`config.mk`:
```
export PLATFORM = sky130hd
export DESIGN_NAME = frame_tx_flat
export DESIGN_NICKNAME = d
export VERILOG_FILES = /design/src/rtl/modbus_pkg.sv /design/src/rtl/frame_tx_if.sv /design/src/rtl/crc16_modbus_ser.sv /design/src/rtl/frame_tx.sv /design/src/flat_wrapper.sv
export SDC_FILE = /design/constraint.sdc
export NUM_CORES = 1
export LEC_CHECK = 0
export ABC_AREA = 1
export BUFFER_PORTS_ARGS = -buffer_cell sky130_fd_sc_hd__buf_2
export CORE_ASPECT_RATIO = 0.75
export CORE_MARGIN = 2
export CORE_UTILIZATION = 50
export CTS_CLUSTER_SIZE = 28
export DETAILED_ROUTE_END_ITERATION = 8
export PLACE_DENSITY = 0.69
export RECOVER_POWER = 100
export SLEW_MARGIN = 40
export SYNTH_ARGS = -nofsm -noshare
export SYNTH_HDL_FRONTEND = slang
export SYNTH_SLANG_ARGS = --single-unit
```
`constraint.sdc`:
```
create_clock -name clk_in -period 6.61 [get_ports clk_in]
set_input_delay 0.3305 -clock clk_in [delete_from_list [all_inputs] [get_ports clk_in]]
set_output_delay 0.3305 -clock clk_in [all_outputs]
set_load 0.1 [all_outputs]
```
`src/rtl/modbus_pkg.sv`:
```
// Shared Modbus RTU definitions: CRC constants, response type encodings,
// frame lengths and the transmit framer state encoding.
package modbus_pkg;

   localparam logic [15:0] CRC_POLY = 16'hA001;
   localparam logic [15:0] CRC_INIT = 16'hFFFF;

   localparam logic [1:0]  TX_ECHO  = 2'd0;
   localparam logic [1:0]  TX_READ  = 2'd1;
   localparam logic [1:0]  TX_EXC   = 2'd2;
   localparam logic [1:0]  TX_RSVD  = 2'd3;

   localparam logic [7:0]  EXC_FLAG      = 8'h80;
   localparam logic [7:0]  READ_BYTE_CNT = 8'h02;

   // Total frame lengths including the two CRC bytes
   localparam logic [3:0]  LEN_ECHO = 4'd8;
   localparam logic [3:0]  LEN_READ = 4'd7;
   localparam logic [3:0]  LEN_EXC  = 4'd5;

   typedef enum logic [2:0] {
      ST_IDLE = 3'd0,
      ST_CRC  = 3'd1,
      ST_SEND = 3'd2,
      ST_WAIT = 3'd3,
      ST_GAP  = 3'd4
   } tx_state_t;

   // Frame length for a response type; the reserved type never reaches here
   function automatic logic [3:0] frame_len(input logic [1:0] t);
      case (t)
         TX_ECHO: return LEN_ECHO;
         TX_READ: return LEN_READ;
         default: return LEN_EXC;
      endcase
   endfunction

endpackage

```
`src/rtl/frame_tx_if.sv`:
```
// Response-request and UART-side signals of the Modbus response framer.
// master = command handler plus UART, slave = frame_tx.
interface frame_tx_if;

   logic        tx_start;
   logic [1:0]  tx_type;
   logic [7:0]  dev_addr;
   logic [7:0]  func_code;
   logic [15:0] addr;
   logic [15:0] data;
   logic [7:0]  exc_code;
   logic        uart_tx_busy;
   logic        uart_tx_en;
   logic [7:0]  uart_tx_data;
   logic        tx_busy;
   logic        tx_done;

   modport master (
      output tx_start, tx_type, dev_addr, func_code, addr, data, exc_code,
      output uart_tx_busy,
      input  uart_tx_en, uart_tx_data, tx_busy, tx_done
   );

   modport slave (
      input  tx_start, tx_type, dev_addr, func_code, addr, data, exc_code,
      input  uart_tx_busy,
      output uart_tx_en, uart_tx_data, tx_busy, tx_done
   );

endinterface

```
`src/rtl/crc16_modbus_ser.sv`:
```
// Bit-serial Modbus CRC-16 (reflected 0xA001, init 0xFFFF). The first bit of
// a byte is consumed in the start cycle, the remaining seven in the following
// cycles, so a byte costs exactly 8 cycles and a new start is accepted as soon
// as busy drops.
module crc16_modbus_ser
   import modbus_pkg::*;
(
   input  logic        clk_in,
   input  logic        rst_n_in,
   input  logic        init,
   input  logic        start,
   input  logic [7:0]  byte_in,
   output logic        busy,
   output logic        done,
   output logic [15:0] crc
);

   logic [15:0] r_crc;
   logic [6:0]  r_shift;
   logic [2:0]  r_cnt;
   logic        r_done;

   // One LSB-first step of the reflected CRC
   function automatic logic [15:0] crc_bit(input logic [15:0] c, input logic b);
      logic fb;
      fb = c[0] ^ b;
      return (c >> 1) ^ (fb ? CRC_POLY : 16'h0000);
   endfunction

   // Shift one bit per cycle; done pulses the cycle after the eighth bit
   always_ff @(posedge clk_in or negedge rst_n_in) begin
      if (!rst_n_in) begin
         r_crc   <= CRC_INIT;
         r_shift <= '0;
         r_cnt   <= '0;
         r_done  <= 1'b0;
      end else begin
         r_done <= 1'b0;
         if (init) begin
            r_crc <= CRC_INIT;
            r_cnt <= '0;
         end else if (start && (r_cnt == 3'd0)) begin
            r_crc   <= crc_bit(r_crc, byte_in[0]);
            r_shift <= byte_in[7:1];
            r_cnt   <= 3'd7;
         end else if (r_cnt != 3'd0) begin
            r_crc   <= crc_bit(r_crc, r_shift[0]);
            r_shift <= r_shift >> 1;
            r_cnt   <= r_cnt - 3'd1;
            if (r_cnt == 3'd1) begin
               r_done <= 1'b1;
            end
         end
      end
   end

   assign busy = (r_cnt != 3'd0);
   assign done = r_done;
   assign crc  = r_crc;

endmodule

```
`src/rtl/frame_tx.sv`:
```
// Modbus RTU slave response framer: latches a response request, builds the
// payload, appends the CRC, pushes bytes into the UART one at a time and
// holds off for the 3.5-character gap before reporting completion.
module frame_tx
   import modbus_pkg::*;
#(
   parameter int T35_CYCLES = 20000
) (
   input  logic      clk_in,
   input  logic      rst_n_in,
   frame_tx_if.slave bus
);

   localparam int               GAP_W    = (T35_CYCLES > 1) ? $clog2(T35_CYCLES) : 1;
   localparam logic [GAP_W-1:0] GAP_LAST = GAP_W'(T35_CYCLES - 1);

   tx_state_t        r_state;
   tx_state_t        w_next;
   logic [2:0]       r_idx;
   logic [3:0]       r_len;
   logic [7:0]       r_buf [8];
   logic             r_mask;
   logic [GAP_W-1:0] r_gap_cnt;
   logic             r_tx_en;
   logic [7:0]       r_tx_data;
   logic             r_tx_busy;
   logic             r_tx_done;

   logic             w_accept;
   logic             w_crc_init;
   logic             w_crc_start;
   logic             w_append;
   logic             w_send;
   logic             w_next_byte;
   logic             w_enter_gap;
   logic             w_gap_end;
   logic             w_crc_busy;
   logic             w_crc_done;
   logic [15:0]      w_crc;
   logic [3:0]       w_plen;
   logic [3:0]       w_idx_ext;
   logic             w_last_byte;
   logic [2:0]       w_crc_lo_pos;
   logic [2:0]       w_crc_hi_pos;

   assign w_plen       = r_len - 4'd2;
   assign w_idx_ext    = {1'b0, r_idx};
   assign w_last_byte  = (w_idx_ext == (r_len - 4'd1));
   assign w_crc_lo_pos = w_plen[2:0];
   assign w_crc_hi_pos = w_plen[2:0] + 3'd1;

   crc16_modbus_ser u_crc (
      .clk_in   (clk_in),
      .rst_n_in (rst_n_in),
      .init     (w_crc_init),
      .start    (w_crc_start),
      .byte_in  (r_buf[r_idx]),
      .busy     (w_crc_busy),
      .done     (w_crc_done),
      .crc      (w_crc)
   );

   // State register
   always_ff @(posedge clk_in or negedge rst_n_in) begin
      if (!rst_n_in) begin
         r_state <= ST_IDLE;
      end else begin
         r_state <= w_next;
      end
   end

   // Next state and per-cycle control strobes; a start in the tx_done cycle is refused
   always_comb begin
      w_next      = r_state;
      w_accept    = 1'b0;
      w_crc_init  = 1'b0;
      w_crc_start = 1'b0;
      w_append    = 1'b0;
      w_send      = 1'b0;
      w_next_byte = 1'b0;
      w_enter_gap = 1'b0;
      w_gap_end   = 1'b0;
      case (r_state)
         ST_IDLE: begin
            if (bus.tx_start && (bus.tx_type != TX_RSVD) && !r_tx_done) begin
               w_accept   = 1'b1;
               w_crc_init = 1'b1;
               w_next     = ST_CRC;
            end
         end
         ST_CRC: begin
            if (!w_crc_busy && (w_idx_ext < w_plen)) begin
               w_crc_start = 1'b1;
            end else if (w_crc_done && (w_idx_ext == w_plen)) begin
               w_append = 1'b1;
               w_next   = ST_SEND;
            end
         end
         ST_SEND: begin
            if (!bus.uart_tx_busy) begin
               w_send = 1'b1;
               w_next = ST_WAIT;
            end
         end
         ST_WAIT: begin
            // The strobe cycle itself is masked: the UART has not raised busy yet
            if (!r_mask && !bus.uart_tx_busy) begin
               if (w_last_byte) begin
                  w_enter_gap = 1'b1;
                  w_next      = ST_GAP;
               end else begin
                  w_next_byte = 1'b1;
                  w_next      = ST_SEND;
               end
            end
         end
         ST_GAP: begin
            if (r_gap_cnt == GAP_LAST) begin
               w_gap_end = 1'b1;
               w_next    = ST_IDLE;
            end
         end
         default: w_next = ST_IDLE;
      endcase
   end

   // Byte index, length, gap counter and registered outputs
   always_ff @(posedge clk_in or negedge rst_n_in) begin
      if (!rst_n_in) begin
         r_idx     <= '0;
         r_len     <= '0;
         r_mask    <= 1'b0;
         r_gap_cnt <= '0;
         r_tx_en   <= 1'b0;
         r_tx_data <= 8'h00;
         r_tx_busy <= 1'b0;
         r_tx_done <= 1'b0;
      end else begin
         r_tx_en   <= w_send;
         r_mask    <= w_send;
         r_tx_done <= w_gap_end;
         if (w_accept) begin
            r_len     <= frame_len(bus.tx_type);
            r_idx     <= '0;
            r_tx_busy <= 1'b1;
         end else if (w_append) begin
            r_idx <= '0;
         end else if (w_crc_start || w_next_byte) begin
            r_idx <= r_idx + 3'd1;
         end
         if (w_gap_end) begin
            r_tx_busy <= 1'b0;
         end
         if (w_send) begin
            r_tx_data <= r_buf[r_idx];
         end
         if (w_enter_gap) begin
            r_gap_cnt <= '0;
         end else if (r_state == ST_GAP) begin
            r_gap_cnt <= r_gap_cnt + 1'b1;
         end
      end
   end

   // Frame buffer: payload latched on accept, CRC appended once computed
   always_ff @(posedge clk_in) begin
      if (w_accept) begin
         for (int i = 0; i < 8; i++) begin
            r_buf[i] <= 8'h00;
         end
         r_buf[0] <= bus.dev_addr;
         case (bus.tx_type)
            TX_ECHO: begin
               r_buf[1] <= bus.func_code;
               r_buf[2] <= bus.addr[15:8];
               r_buf[3] <= bus.addr[7:0];
               r_buf[4] <= bus.data[15:8];
               r_buf[5] <= bus.data[7:0];
            end
            TX_READ: begin
               r_buf[1] <= bus.func_code;
               r_buf[2] <= READ_BYTE_CNT;
               r_buf[3] <= bus.data[15:8];
               r_buf[4] <= bus.data[7:0];
            end
            default: begin
               r_buf[1] <= bus.func_code | EXC_FLAG;
               r_buf[2] <= bus.exc_code;
            end
         endcase
      end else if (w_append) begin
         r_buf[w_crc_lo_pos] <= w_crc[7:0];
         r_buf[w_crc_hi_pos] <= w_crc[15:8];
      end
   end

   assign bus.uart_tx_en   = r_tx_en;
   assign bus.uart_tx_data = r_tx_data;
   assign bus.tx_busy      = r_tx_busy;
   assign bus.tx_done      = r_tx_done;

endmodule

```
`src/flat_wrapper.sv`:
```
// flat-port wrapper written by rule: the top's interface ports become plain ports
module frame_tx_flat import modbus_pkg::*;
#(
   parameter int T35_CYCLES = 20000
)
  (clk_in, rst_n_in, bus_tx_start, bus_tx_type, bus_dev_addr, bus_func_code, bus_addr, bus_data, bus_exc_code, bus_uart_tx_busy, bus_uart_tx_en, bus_uart_tx_data, bus_tx_busy, bus_tx_done);
  frame_tx_if bus_i ();
  input  logic clk_in;
  input  logic rst_n_in;
  input wire logic [$bits(bus_i.tx_start)-1:0] bus_tx_start;
  input wire logic [$bits(bus_i.tx_type)-1:0] bus_tx_type;
  input wire logic [$bits(bus_i.dev_addr)-1:0] bus_dev_addr;
  input wire logic [$bits(bus_i.func_code)-1:0] bus_func_code;
  input wire logic [$bits(bus_i.addr)-1:0] bus_addr;
  input wire logic [$bits(bus_i.data)-1:0] bus_data;
  input wire logic [$bits(bus_i.exc_code)-1:0] bus_exc_code;
  input wire logic [$bits(bus_i.uart_tx_busy)-1:0] bus_uart_tx_busy;
  output wire logic [$bits(bus_i.uart_tx_en)-1:0] bus_uart_tx_en;
  output wire logic [$bits(bus_i.uart_tx_data)-1:0] bus_uart_tx_data;
  output wire logic [$bits(bus_i.tx_busy)-1:0] bus_tx_busy;
  output wire logic [$bits(bus_i.tx_done)-1:0] bus_tx_done;
  assign bus_i.tx_start = bus_tx_start;
  assign bus_i.tx_type = bus_tx_type;
  assign bus_i.dev_addr = bus_dev_addr;
  assign bus_i.func_code = bus_func_code;
  assign bus_i.addr = bus_addr;
  assign bus_i.data = bus_data;
  assign bus_i.exc_code = bus_exc_code;
  assign bus_i.uart_tx_busy = bus_uart_tx_busy;
  assign bus_uart_tx_en = bus_i.uart_tx_en;
  assign bus_uart_tx_data = bus_i.uart_tx_data;
  assign bus_tx_busy = bus_i.tx_busy;
  assign bus_tx_done = bus_i.tx_done;
  frame_tx #(.T35_CYCLES(T35_CYCLES)) u_core (.clk_in(clk_in), .rst_n_in(rst_n_in), .bus(bus_i));
endmodule
```
== Word-level counts from Yosys, hierarchy flattened ==
Memory sizes are Yosys's and may differ from the RTL's.
Index checks and enable logic that the tools add are counted.
W data, S select, Z words.
Word-level totals
  flip-flop bits (word level): 63
  memory bits (writable): 64
  logic and storage cells: 157
  memories: 1
Cells by class
  $add $sub $neg: 6
  order comparisons: 1
  equal/unequal tests: 16
  multiplexer cells: 79
  bitwise logic cells: 17
  reductions and logical operators: 25
Memory list
  u_core.r_buf: words 8, width 8, read ports 1, clocked after Yosys merged registers in 0, write ports 8, RTL line frame_tx.sv:21  | logic [7:0] r_buf [8];
Operators with widths (count)
  $mux W8: 14
  $mux W16: 5
  $mux W3: 15
  $mux W1: 39
  $xor A15 B16 Y16: 2
  $mux W15: 2
  $reduce_or A8 Y1: 2
  $add A15 B1 Y15 const B: 1
  $eq A15 B15 Y1 const B: 1
  $pmux W3 S5: 1
  $mux W7: 2
  $or A1 B1 Y1: 12
  $reduce_bool A3 Y1: 3
  $eq A3 B4 Y1: 2
  $ne A2 B1 Y1 const B: 4
  $pmux W4 S2: 1
  $add A3 B1 Y3 const B: 2
  $eq A3 B1 Y1 const B: 2
  $eq A3 B2 Y1 const B: 2
  $logic_and A1 B1 Y1: 6
  $logic_not A3 Y1: 2
  $ne A2 B2 Y1 const B: 3
  $reduce_and A6 Y1: 1
  $reduce_bool A2 Y1: 3
  other kinds (13): 17

== Longest topological paths before layout ==
  depth after elaboration: 11
  depth in mapped cells: 16
  gate-level depth less buffers: 15

== Cells and area by module ==
Synthesis repeated with hierarchy kept, for this count alone.
Unflattened totals
  cell total of the unflattened synthesis: 920
  area, all modules: 7314.5 um^2
Modules (own cells, without submodules)
  frame_tx: instances 1, cells an instance 785, area an instance 6053.3 um^2, seq. area each 2797.7 um^2
  crc16_modbus_ser: instances 1, cells an instance 135, area an instance 1261.2 um^2, seq. area each 695.7 um^2

== Worst setup path before layout ==
Ideal clock, no wire load.
  path type: register to register
  start: register u_core.r_len[2]
  end: memory u_core.r_buf[6][0], enable pin
  library setup time: 0.337 ns
  data arrival time: 2.544 ns
  data required time: 6.273 ns
  path slack: 3.729 ns
  cell stages (with the launch flop): 11
  path buffers: 1
  cells stage by stage: dfrtp_1 > buf_2 > inv_1 > ha_1 > ha_1 > nand3_1 > nor2_4 > nand3_4 > nor2_2 > inv_2 > nand3_1
RTL lines
  from (decl): RTL line frame_tx.sv:20  | logic [3:0] r_len;
  from (signal assigned): RTL line frame_tx.sv:143  | r_len <= frame_len(bus.tx_type);
  to (decl): RTL line frame_tx.sv:21

==> results.py <==
metrics = {
    "grt": {
        "grt_pass1_wl_um": 31500,
        "antenna_found_initial": 0,
        "grt_max_degree": 63,
        "overflow": 0,
        "grt_usage": 0.282,
        "grt_pass1_vias": 5627,
    },
    "pwr": {
        "p_seq_frac": 0.363,
        "switching_share": 0.433,
        "leakage_uw": 0.00344,
        "ir_worst_vdd_v": 0.000215,
        "p_comb_frac": 0.372,
        "power.internal_uw": 2010,
        "p_clk_frac": 0.265,
        "power_uw": 3540,
        "pwr_density_cell_nw_per_um2": 449,
        "p_switching_uw": 1530,
    },
    "synth": {
        "netlist_top_cells_count": "nand2_1 (135), o21ai_0 (119), nor2_1 (96), inv_1 (82), edfxtp_1 (64)",
        "ys_seq_area_frac": 0.501,
        "ys.warnings.count": 0,
        "synth_edf_count": 64,
        "synthDistinctLibCells": 46,
        "synthCells": 817,
        "yosysTopAreaCell": "edfxtp_1",
        "syn_avg_cell_area_um2": 8.54,
        "synth_top_flop_cell": "edfxtp_1",
        "synth-seq-cells": 126,
        "async_reset_ff_frac": 0.492,
        "yosysTopAreaCellShare": 0.275,
        "synth_nets": 893,
        "yosysMostFrequentCell": "nand2_1",
        "syn_area_um2": 6980,
        "yosys-top-cells-area": "edfxtp_1 (28%), dfrtp_1 (16%), o21ai_0 (8.5%)",
    },
    "clock_network": {
        "postCtsSetupRepairBufs": 0,
        "root_buffer": "clkbuf_16",
        "clk_path_buf_depth": 2,
        "numCtsBuffers": 17,
        "insertion_delay_ps": 420,
        "cts_sinks": 126,
        "post_cts_resized": 0,
        "cts_hold_buf": 0,
        "path_clk_slew_ps": 50,
        "cts_tree": "built",
        "cts_max_level": 4,
    },
    "critical_path": {
        "crit_fanout": 11,
        "required_ps": 6690,
        "worst_path_most_repeated_cell": "nand3_1",
        "worstSetupEndpointType": "register",
        "crit_type": "register to register",
        "worstPathCellList": "inv_1, ha_1, ha_1, nand3_1, nor2_1, nand3_1, nor3_1, clkinvlp_2, nand3_1",
        "cp.arrival_ps": 4430,
        "cp_slowest_cell": "nor3_1",
        "slowest_delay_ps": 880,
        "cp-start-kind": "register",
        "cp_num_buf_inv": 2,
        "crit_family": "simple AND/OR/NAND/NOR gates",
    },
    "timing": {
        "holdWs_ps": 149,
        "slew_headroom": -1.24,
        "fin_skew_ps": 8.76,
        "rsz0062_at_grt": "no",
        "hold_viol": 0,
        "setup_violations": 0,
        "final_max_slew_viol_count": 63,
        "fin_crit_ps": 4350,
        "post-route-period-util": 0.659,
        "max_freq_mhz": 230,
        "fin_ws_ps": 2260,
        "worstMarginPinSlew_ps": 3360,
        "fin_tns_setup_ps": 0,
    },
    "floorplanning": {
        "boundaryPins": 73,
        "chipHeight_um": 106,
        "dieArea_um2": 14900,
        "die_w_um": 140,
        "num_rows": 37,
        "fp.coreArea_um2": 13700,
        "start_util": 0.511,
    },
    "route": {
        "routedWlPerCell_um": 19.4,
        "post_drt_via_cell_ratio": 5.88,
        "drt-pass1-iter-count": 6,
        "wirelength_um": 20700,
        "drc": 0,
        "postRouteAntennaNets": 0,
        "drt_iter0_markers": 764,
        "vias": 6282,
    },
    "placed_design": {
        "portBuffers": 72,
        "dpl_worst_slack_ps": 3250,
        "hpwl_um": 15100,
        "gp_congestion": 0.915,
        "postPlaceCellArea_um2": 7400,
    },
    "flow_run": {
        "cap_violations": 1,
    },
    "outcome": {
        "violations": "max-capacitance violations, max-slew violations",
        "status": "finished, violations left",
    },
    "layout": {
        "final_nets": 956,
        "drive_above_1_share": 0.150,
        "syn2layout_area_growth_pct": 12.9,
        "fin_area_um2": 7880,
        "diodes": 0,
    },
    "hold_path": {
        "min-delay-path-class": "primary input to register",
    },
}
layout by cell type (no fill, tap or decap), types with 5 or more instances in the layout:
cell and instances:
nor2_2 5, edfxtp_1 64, dfrtp_1 46, inv_2 10, clkinv_2 5, nor2_1 100
clkinv_1 9, o22ai_1 24, nand3_1 51, dfstp_2 16, inv_1 85, nor3_1 9
a22oi_1 14, clkbuf_1 13, a21oi_1 14, o2111ai_1 7, o21ai_0 133, ha_1 14
nand2_1 138, clkbuf_16 17, buf_2 61, o221ai_1 7
routing by layer:
metal / wire, um / vias up / GRT usage
li1: - / 2928 / -
met1: 9670 / 2984 / 0.440
met2: 8470 / 339 / 0.391
met3: 2190 / 31 / 0.0680
met4: 347 / 0 / 0.0693
met5: 0 / - / 0
cell type report:
cell class / count / area [um^2]
fillers: 1254 / 5780
flip-flops and latches: 126 / 3490
multi-input cells: 557 / 2830
clock buffers: 19 / 443
inverters: 104 / 393
repair buffers: 74 / 358
well taps: 175 / 219
clock inverters: 13 / 146
through the flow:
| step | util | cells |
|---|---|---|
| floorplan | - | 817 |
| global placement | 0.542 | 1036 |
| detailed placement | 0.542 | 1036 |
| CTS | 0.585 | 1068 |
| global route | 0.577 | 1068 |
| finish | 0.577 | 1068 |
power by group through the flow:
stage               Combinational, uW  Clock (uW)  Sequential (uW)
global placement                 1320           0             1280
detailed placement               1330           0             1280
CTS                              1340         940             1270
floorplan                         856           0             1360
finish                           1310         938             1280
global route                     1450         972             1300
final timing paths:
| path | from | endpoint | slack [ps] | depth (start not counted) |
|---|---|---|---|---|
| setup / recovery | u_core.r_len[2] | u_core.r_buf[2][2] | 2260 | 9 |
| hold / removal | bus_uart_tx_busy | u_core.r_mask | 150 | 2 |
| setup reg to reg | u_core.r_len[2] | u_core.r_buf[2][2] | 2260 | 9 |
| hold reg to reg | u_core.u_crc.r_shift[5] | u_core.u_crc.r_shift[5] | 490 | 2 |
| max in group asynchronous | rst_n_in | u_core.r_len[3] | 3570 | 2 |
| min in group asynchronous | rst_n_in | u_core.bus.uart_tx_data[3] | 1130 | 2 |
state kept, by name (all words and copies together) (netlist names):
signal                   cells
u_core.bus.tx_done           1
u_core.u_crc.r_shift         7
u_core.r_mask                1
u_core.bus.tx_busy           1
u_core.u_crc.done            1
u_core.r_state               3
u_core.r_len                 3
u_core.u_crc.r_cnt           3
u_core.r_idx                 3
u_core.r_buf                64
u_core.bus.uart_tx_data      8
u_core.u_crc.crc            16
u_core.r_gap_cnt            15
cells by family (layout without fill, tap and decap cells):
group,Yosys count,in the layout,synth area share
compound gates,221,221,0.184
xor+xnor,4,4,0.00502
fa+ha+maj,14,14,0.0251
buf+inv,134,210,0.0819
flops,126,126,0.501
simple gates,318,318,0.203
worst register-to-register path: stages, from the launching register on:
cell and delay (ps):
dfrtp_1 560, inv_1 220, ha_1 410, ha_1 330, nand3_1 110, nor2_1 140, nand3_1 420, nor3_1 880
clkinvlp_2 520, nand3_1 430
No activity file was read; power rests on OpenSTA's default activity.
